### src/rtl/stopwatch_pkg.sv
// ============================================================================
// Module   : stopwatch_pkg
// Purpose  : Shared FSM state encoding and BCD digit limits for the stopwatch.
//            LAP state exists only when STOPWATCH_LAP_EN is defined.
// Revision : 1.0 - initial release
// ============================================================================
`default_nettype none

package stopwatch_pkg;

  typedef enum logic [1:0] {
    ST_IDLE   = 2'd0,
    ST_RUN    = 2'd1,
    ST_PAUSED = 2'd2
`ifdef STOPWATCH_LAP_EN
    , ST_LAP  = 2'd3
`endif
  } state_t;

  localparam logic [3:0] c_digit_max          = 4'd9;
  localparam int         c_sec_tens_max_deflt = 5;

endpackage

`default_nettype wire

### src/rtl/stopwatch_bcd_digit.sv
// ============================================================================
// Module   : stopwatch_bcd_digit
// Purpose  : One BCD counter digit, 0..max, with a combinational carry so a
//            chain of digits ripples in a single cycle.
// Revision : 1.0 - initial release
// ============================================================================
`default_nettype none

module stopwatch_bcd_digit (
  input  logic       clk,
  input  logic       reset,
  input  logic       en,
  input  logic       clr,
  input  logic [3:0] max,
  output logic [3:0] digit,
  output logic       carry
);

  logic [3:0] r_digit;

  always_ff @(posedge clk) begin
    if (reset || clr) begin
      r_digit <= 4'd0;
    end else if (en) begin
      r_digit <= (r_digit == max) ? 4'd0 : r_digit + 4'd1;
    end
  end

  assign digit = r_digit;
  assign carry = en && (r_digit == max);

endmodule

`default_nettype wire

### src/rtl/stopwatch_core.sv
// ============================================================================
// Module   : stopwatch_core
// Purpose  : Four-digit BCD stopwatch (SS.hh) with start/stop, pause/clear and
//            optional lap snapshot, enabled by defining STOPWATCH_LAP_EN.
// Revision : 1.0 - initial release
// ============================================================================
`default_nettype none

module stopwatch_core
  import stopwatch_pkg::*;
#(
  parameter int SEC_TENS_MAX = c_sec_tens_max_deflt
) (
  input  logic        clk,
  input  logic        reset,
  input  logic        tick,
  input  logic        start_stop,
  input  logic        clear_lap,
  output logic [15:0] disp,
  output logic        running,
  output logic        lap_active,
  output logic        wrap
);

  state_t      r_state;
  state_t      w_state_next;
  logic        w_run_or_lap;
  logic        w_count_en;
  logic        w_clr;
  logic [3:0]  w_en;
  logic [3:0]  w_carry;
  logic [3:0]  w_digit [4];
  logic [15:0] w_count;
  logic        r_wrap;

  always_ff @(posedge clk) begin
    if (reset) begin
      r_state <= ST_IDLE;
    end else begin
      r_state <= w_state_next;
    end
  end

  // start_stop is tested first everywhere so it wins over a same-cycle clear_lap
  always_comb begin
    w_state_next = r_state;
    case (r_state)
      ST_IDLE:   if (start_stop) w_state_next = ST_RUN;
      ST_RUN: begin
        if (start_stop) w_state_next = ST_PAUSED;
`ifdef STOPWATCH_LAP_EN
        else if (clear_lap) w_state_next = ST_LAP;
`endif
      end
      ST_PAUSED: begin
        if (start_stop)     w_state_next = ST_RUN;
        else if (clear_lap) w_state_next = ST_IDLE;
      end
`ifdef STOPWATCH_LAP_EN
      ST_LAP: begin
        if (start_stop)     w_state_next = ST_PAUSED;
        else if (clear_lap) w_state_next = ST_RUN;
      end
`endif
      default:   w_state_next = ST_IDLE;
    endcase
  end

`ifdef STOPWATCH_LAP_EN
  assign w_run_or_lap = (r_state == ST_RUN) || (r_state == ST_LAP);
`else
  assign w_run_or_lap = (r_state == ST_RUN);
`endif

  assign w_count_en = tick && w_run_or_lap;
  assign w_clr      = (r_state == ST_PAUSED) && clear_lap && !start_stop;
  assign w_en       = {w_carry[2:0], w_count_en};

  genvar gi;
  generate
    for (gi = 0; gi < 4; gi++) begin : g_digit
      localparam logic [3:0] c_max = (gi == 3) ? 4'(SEC_TENS_MAX) : c_digit_max;
      stopwatch_bcd_digit u_digit (
        .clk   (clk),
        .reset (reset),
        .en    (w_en[gi]),
        .clr   (w_clr),
        .max   (c_max),
        .digit (w_digit[gi]),
        .carry (w_carry[gi])
      );
    end
  endgenerate

  assign w_count = {w_digit[3], w_digit[2], w_digit[1], w_digit[0]};

  // Top-digit carry fires exactly when the whole count rolls over to 00.00
  always_ff @(posedge clk) begin
    if (reset) begin
      r_wrap <= 1'b0;
    end else begin
      r_wrap <= w_carry[3];
    end
  end

`ifdef STOPWATCH_LAP_EN
  logic [15:0] r_snap;

  always_ff @(posedge clk) begin
    if (reset) begin
      r_snap <= 16'h0000;
    end else if ((r_state == ST_RUN) && clear_lap && !start_stop) begin
      r_snap <= w_count;
    end
  end

  assign disp       = (r_state == ST_LAP) ? r_snap : w_count;
  assign lap_active = (r_state == ST_LAP);
`else
  assign disp       = w_count;
  assign lap_active = 1'b0;
`endif

  assign running = w_run_or_lap;
  assign wrap    = r_wrap;

endmodule

`default_nettype wire

### config.mk
export PLATFORM = sky130hd
export DESIGN_NAME = stopwatch_core
export DESIGN_NICKNAME = d
export VERILOG_FILES = /design/src/rtl/stopwatch_pkg.sv /design/src/rtl/stopwatch_bcd_digit.sv /design/src/rtl/stopwatch_core.sv
export SDC_FILE = /design/constraint.sdc
export NUM_CORES = 1
export LEC_CHECK = 0
export ABC_AREA = 0
export BUFFER_PORTS_ARGS = -buffer_cell sky130_fd_sc_hd__buf_4
export CORE_MARGIN = 4
export CORE_UTILIZATION = 51
export DETAILED_ROUTE_END_ITERATION = 8
export GPL_TIMING_DRIVEN = 0
export PLACE_DENSITY = 0.76
export SLEW_MARGIN = 10
export SYNTH_ARGS = -nofsm -noshare
export SYNTH_HDL_FRONTEND = slang
export SYNTH_SLANG_ARGS = --single-unit
### constraint.sdc
create_clock -name clk -period 2.2 [get_ports clk]
set_clock_uncertainty 0.05 [all_clocks]
set_input_delay 0.44 -clock clk [delete_from_list [all_inputs] [get_ports clk]]
set_output_delay 0.44 -clock clk [all_outputs]
set_load 0.01 [all_outputs]
---- After elaboration in Yosys (flattened, before gate mapping) ----
Cells that the tools add are included.
word-level totals
  flip-flop bits (word level) ............. 19
  input bits .............................. 5
  output and inout port bits .............. 19
  logic and storage cells ................. 39
cells by class
  add/subtract/negate cells ............... 4
  eq/ne operators ......................... 9
  multiplexer cells ....................... 9
  reduce and logical (&&, ||, !) cells .... 11
operators with widths
  cell                   number
  $add A4 B1 Y4 const B  4
  $mux W4                4
  $eq A4 B4 Y1 const B   3
  $mux W2                4
  $logic_and A1 B1 Y1    7
  $pmux W2 S3            1
  $eq A4 B3 Y1 const B   1
  $ne A2 B2 Y1 const B   2
  $ne A3 B3 Y1 const B   1
  $reduce_and A3 Y1      1
  $eq A2 B1 Y1 const B   1
  $eq A2 B2 Y1 const B   1
  $logic_not A2 Y1       1
  $logic_not A1 Y1       1
  $logic_or A1 B1 Y1     1

---- Longest topological paths before layout ----
  word-level depth ........................ 6
  mapped depth ............................ 5
  mapped depth without buffers ............ 4

---- Cells and area by module ----
From an unflattened synthesis, not the netlist that was laid out.
second synthesis, totals
  cell total of the unflattened synthesis .. 120
  area total of the unflattened synthesis .. 1214.9 um2
modules (own cells, without submodules)
  module               instances  cells each  area an instance (um2)  seq. area each (um2)
  stopwatch_bcd_digit  4          26          266.5                   80.1
  stopwatch_core       1          16          148.9                   60.1

---- Least setup slack after synthesis ----
Ideal clock, no wire load.
  path kind ............................... in2reg
  start ................................... input start_stop
  end ..................................... register g_digit[2].u_digit.r_digit[2]
  library setup time ...................... 0.059 ns
  arrival ................................. 1.520 ns
  required time ........................... 2.091 ns
  path slack .............................. 0.571 ns
  stages .................................. 5
  buffers on the path ..................... 1
  cells stage by stage .................... and4bb_2 or2_2 clkbuf_1 or4_1 nand2_1
on the way
  cells in the longest elaborated chain, start to end .. 3
ends and longest elaborated chain
  element               line                       text
  start, declared       stopwatch_core.sv:17       input logic start_stop,
  $logic_not A1 Y1      stopwatch_core.sv:76       assign w_clr = (r_state == ST_PAUSED) && clear_lap && !start_stop;
  $logic_and A1 B1 Y1   stopwatch_core.sv:76
  $logic_or A1 B1 Y1    stopwatch_bcd_digit.sv:22  if (reset || clr) begin
  end signal, assigned  stopwatch_bcd_digit.sv:25  r_digit <= (r_digit == max) ? 4'd0 : r_digit + 4'd1;
  end, declared         stopwatch_bcd_digit.sv:19  logic [3:0] r_digit;
No other way between the ends.
A chain may end at the register's enable or synchronous reset.

---- Worst setup path in the final report ----
  start ................................... register g_digit[0].u_digit.r_digit[1]
  end ..................................... register g_digit[3].u_digit.r_digit[3]
on the way
  cells in the longest elaborated chain, start to end .. 4
ends and longest elaborated chain
  element                            line                       text
  start, declared                    stopwatch_bcd_digit.sv:19
  start signal, assigned             stopwatch_bcd_digit.sv:25
  $eq A4 B4 Y1                       stopwatch_bcd_digit.sv:30  assign carry = en && (r_digit == max);
  $logic_and A1 B1 Y1 (3 in series)  stopwatch_bcd_digit.sv:30
  end signal, assigned               stopwatch_bcd_digit.sv:25
  end, declared                      stopwatch_bcd_digit.sv:19
No other way between the ends.

==> metrics.md <==
| Metric | Value |
|---|---|
| Outcome | `finished clean` |
| Vias in the first global route | `between 700 and 800` |
| Highest clock rate | `0.549 GHz` |
| Final weighted congestion in routability-driven placement | `just under 0.8` |
| Sequential Power Share | `62.9%` |
| DRC errors left | `0` |
| PnR worst setup slack | `377 ps` |
| HPWL after DPL | `about 1500 um` |
| Source-to-sink clock delay at the later pin of the worst-skew pair | `290 ps` |
| Startpoint type of the worst setup path | `flip-flop` |
| Detailed router's first-iteration violation count | `15` |
| Post-synthesis sequential area ratio | `40.2%` |
| Die height | `51.1 um` |
| CP required | `2370 ps` |
| Hold buffers post-CTS | `0` |
| Global route total overflow | `0` |
| Final critical delay including setup and external delays | `1820 ps` |
| Logic depth of the worst register-to-register path | `4` |
| Met2 layer wire length in the routed design | `971 um` |
| Largest net degree at the start of global routing | `12` |
| Distinct cell type count after synthesis | `36` |
| Period utilisation layout | `82.9%` |
| Relative contribution of combinational cells to total power | `about 6.7%` |
| CTS sink cnt | `19` |
| Top layer in use | `met4` |
| Unrepaired setup endpoints after global routing | `false` |
| Internal Power | `0.434 mW` |
| End-of-flow core utilization | `67.1%` |
| Arrival time reported for the critical path endpoint | `2000 ps` |
| Hold violation count in the final report | `0` |
| Routed via count | `869` |
| Buffers added on ports | `22` |
| Starting density of the core | `between 50% and 60%` |
| Number of routed nets with antenna violations | `0` |
| ANT cells | `0` |
| Most common cell after layout, fill and taps aside | `sky130_fd_sc_hd__buf_4` |
| Minimum hold slack | `280 ps` |
| Die X | `51.1 um` |
| Placement row count | `15` |
| Switch share | `22.7%` |
| Metal-1 WL | `873 um` |
| Maximum clock path buffer count | `2` |
| Resized cells post-CTS | `0` |
| Signed area change from the synthesized netlist to the final layout | `23.6%` |
| Gate count after technology mapping | `107` |
| Layout cells sized above 1 | `a little under a third` |
| CTS Buf Count | `3` |
| Htree depth | `1` |
| Root buffer cell | `sky130_fd_sc_hd__clkbuf_4` |
| Boundary Pins | `24` |
| Number of filler instances in the final layout | `~160` |
| Worst reg2reg path endpoint | `g_digit[3].u_digit.digit[3]$_SDFFE_PP0P_` |
| Worst IR Drop VDD | `about 0.44 mV` |
| Max FO, Critical Path | `9` |
| Wire length on met3 | `111 um` |
| Kind of end point of the critical path | `flip-flop` |
| Setup TNS Final | `0 ps` |
| Final setup viols | `0` |
| Worst Hold End | `r_state[0]$_SDFFE_PP0P_` |
| Launch point of the worst hold path | `reset` |
| Post-CTS Setup Repair Bufs | `0` |
| Number of antenna violations at the first check in global routing | `0` |
| Cell types with the largest area share after synthesis | `sky130_fd_sc_hd__dfxtp_1, sky130_fd_sc_hd__a21oi_1, sky130_fd_sc_hd__and4bb_2` |
| Max-cap violation count | `0` |
| Area leader, netlist | `sky130_fd_sc_hd__dfxtp_1` |
| Total Die Area | `0.00261 mm^2` |
| Number of detailed-route iterations in the first pass | `5` |
| Critical Setup Path Class | `flip-flop to flip-flop` |
| Share of the synthesized area in the top cell type | `40.2%` |
| Vias per inst | `5.50` |
| Routed Wire Length | `just under 2000 um` |
| Placement-stage worst setup slack | `255 ps` |
| Power dissipated by switching net loads | `about 0.13 mW` |
| Leakage Power | `0.466 nW` |
| Most frequent cells in the layout | `sky130_fd_sc_hd__buf_4, sky130_fd_sc_hd__dfxtp_1, sky130_fd_sc_hd__a21oi_1, sky130_fd_sc_hd__nor2_1, sky130_fd_sc_hd__nand2_1` |
| Number of warning messages in the yosys log | `0` |
| Average routed wire per standard cell | `12.5 um` |
| Clock-pin slew of the registers on the worst-case setup and hold paths | `110 ps` |
| P per Cell Area | `between 400 and 500 mW/mm^2` |
| WHS Path Cells | `2` |
| Number of nets produced by synthesis | `112` |
| Global-route wire length before repair | `3390 um` |
| Path category of the worst min-delay check | `input pin to flip-flop` |
| Cell area after technology mapping | `around 950 um^2` |
| Placeable core area | `0.00175 mm^2` |
| Reg-to-reg slack, setup | `380 ps` |
| Mean instance size in the synthesized netlist | `8.85 um^2` |
| Total count of max-transition violations in the final report | `0` |
| Flops & latches, synth | `19` |
| TritonCTS clock tree | `done` |
| Clock power share | `30.4%` |
| Nets | `139` |
| Reg-to-Reg Start | `g_digit[0].u_digit.digit[1]$_SDFFE_PP0N_` |
| Total global-route track usage | `between 15 and 20%` |
-- worst max-delay path by stage --
stage                                                   startpoint                                  endpoint  slack, ps  cells past startpoint
after floorplan                                         start_stop  g_digit[2].u_digit.digit[2]$_SDFFE_PP0N_        570                      5
after global placement                                  start_stop  g_digit[0].u_digit.digit[0]$_SDFFE_PP0N_        290                      6
after detailed placement                                start_stop  g_digit[0].u_digit.digit[0]$_SDFFE_PP0N_        260                      6
after CTS                 g_digit[0].u_digit.digit[1]$_SDFFE_PP0N_  g_digit[3].u_digit.digit[3]$_SDFFE_PP0P_        400                      4
after global routing      g_digit[0].u_digit.digit[1]$_SDFFE_PP0N_  g_digit[3].u_digit.digit[1]$_SDFFE_PP0P_        270                      4
final                     g_digit[0].u_digit.digit[1]$_SDFFE_PP0N_  g_digit[3].u_digit.digit[3]$_SDFFE_PP0P_        380                      4
-- power groups by stage --
stage	Sequential, mW	Clock (mW)	Combinational, mW
finish	0.353	0.171	0.0375
floorplan	0.360	0	0.0199
CTS	0.353	0.179	0.0376
global placement	0.360	0	0.0366
detailed placement	0.360	0	0.0376
global route	0.354	0.188	0.0422
-- critical path: stages (launching register included) --
cell	delay, ps
sky130_fd_sc_hd__dfxtp_1	400
sky130_fd_sc_hd__nor3b_4	370
sky130_fd_sc_hd__nand3_2	220
sky130_fd_sc_hd__or4_1	560
sky130_fd_sc_hd__a21oi_1	150
-- logic make-up (layout without fill, tap and decap cells) --
kind of cell / Yosys count / count (layout) / synth area share (%)
compound gates: 22 / 22 / 13.3
xor+xnor: 5 / 5 / 4.62
buf+inv: 7 / 33 / 3.70
flops: 19 / 19 / 40.2
mux: 1 / 1 / 1.06
other cells: 1 / 1 / 0.396
simple gates: 52 / 52 / 36.7
-- cell type report --
type,instances,area [um^2],share of cell area (%)
multi-input combinational,81,532,45.4
sequential,19,380,32.5
timing repair buffer,22,165,14.1
tap,25,31.3,2.67
buffer,5,27.5,2.35
clock buffer,3,22.5,1.92
inverter,2,7.51,0.641
clock inverter,1,5.00,0.427
-- routing by layer --
| metal | global-route usage, % | vias up |
|---|---|---|
| li1 | - | 436 |
| met1 | 21.3 | 407 |
| met2 | 28.8 | 24 |
| met3 | 2.92 | 2 |
| met4 | 6.28 | 0 |
| met5 | 0 | - |
-- stage by stage --
step,area (um^2),cells,power [mW]
floorplan,947,107,0.380
global placement,1140,154,0.397
detailed placement,1140,154,0.398
CTS,1170,158,0.569
global route,1170,158,0.584
finish,1170,158,0.561
-- cells in the mapped netlist --
| cell | instances |
|---|---|
| sky130_fd_sc_hd__dfxtp_1 | 19 |
| sky130_fd_sc_hd__a21oi_1 | 10 |
| sky130_fd_sc_hd__nor2_1 | 10 |
| sky130_fd_sc_hd__nand2_1 | 7 |
| sky130_fd_sc_hd__nor2b_1 | 6 |
| sky130_fd_sc_hd__o21ai_0 | 6 |
| sky130_fd_sc_hd__or4_1 | 4 |
| sky130_fd_sc_hd__xor2_1 | 4 |
| sky130_fd_sc_hd__and4bb_2 | 3 |
| sky130_fd_sc_hd__nand3_1 | 3 |
| sky130_fd_sc_hd__o31ai_1 | 3 |
| sky130_fd_sc_hd__buf_4 | 2 |
| sky130_fd_sc_hd__clkbuf_1 | 2 |
| sky130_fd_sc_hd__inv_1 | 2 |
| sky130_fd_sc_hd__nand4_1 | 2 |
| sky130_fd_sc_hd__nor3_1 | 2 |
| sky130_fd_sc_hd__nor3b_1 | 2 |
| sky130_fd_sc_hd__or4b_1 | 2 |
| sky130_fd_sc_hd__a21bo_2 | 1 |
| sky130_fd_sc_hd__a31oi_1 | 1 |
| sky130_fd_sc_hd__and2b_2 | 1 |
| sky130_fd_sc_hd__and4b_1 | 1 |
| sky130_fd_sc_hd__buf_2 | 1 |
| sky130_fd_sc_hd__conb_1 | 1 |
| sky130_fd_sc_hd__mux2i_1 | 1 |
| sky130_fd_sc_hd__nand2b_1 | 1 |
| sky130_fd_sc_hd__nand3_2 | 1 |
| sky130_fd_sc_hd__nand4_2 | 1 |
| sky130_fd_sc_hd__nand4b_1 | 1 |
| sky130_fd_sc_hd__nor3b_4 | 1 |
| sky130_fd_sc_hd__nor4b_1 | 1 |
| sky130_fd_sc_hd__o211ai_1 | 1 |
| sky130_fd_sc_hd__or2_2 | 1 |
| sky130_fd_sc_hd__or3_2 | 1 |
| sky130_fd_sc_hd__or3b_2 | 1 |
| sky130_fd_sc_hd__xnor2_1 | 1 |
-- flip-flops by register name, indices dropped and copies added, names as in the netlist --
register / cells
r_state: 2
wrap: 1
g_digit.u_digit.digit: 16
Power figures use the tool's default switching activity.
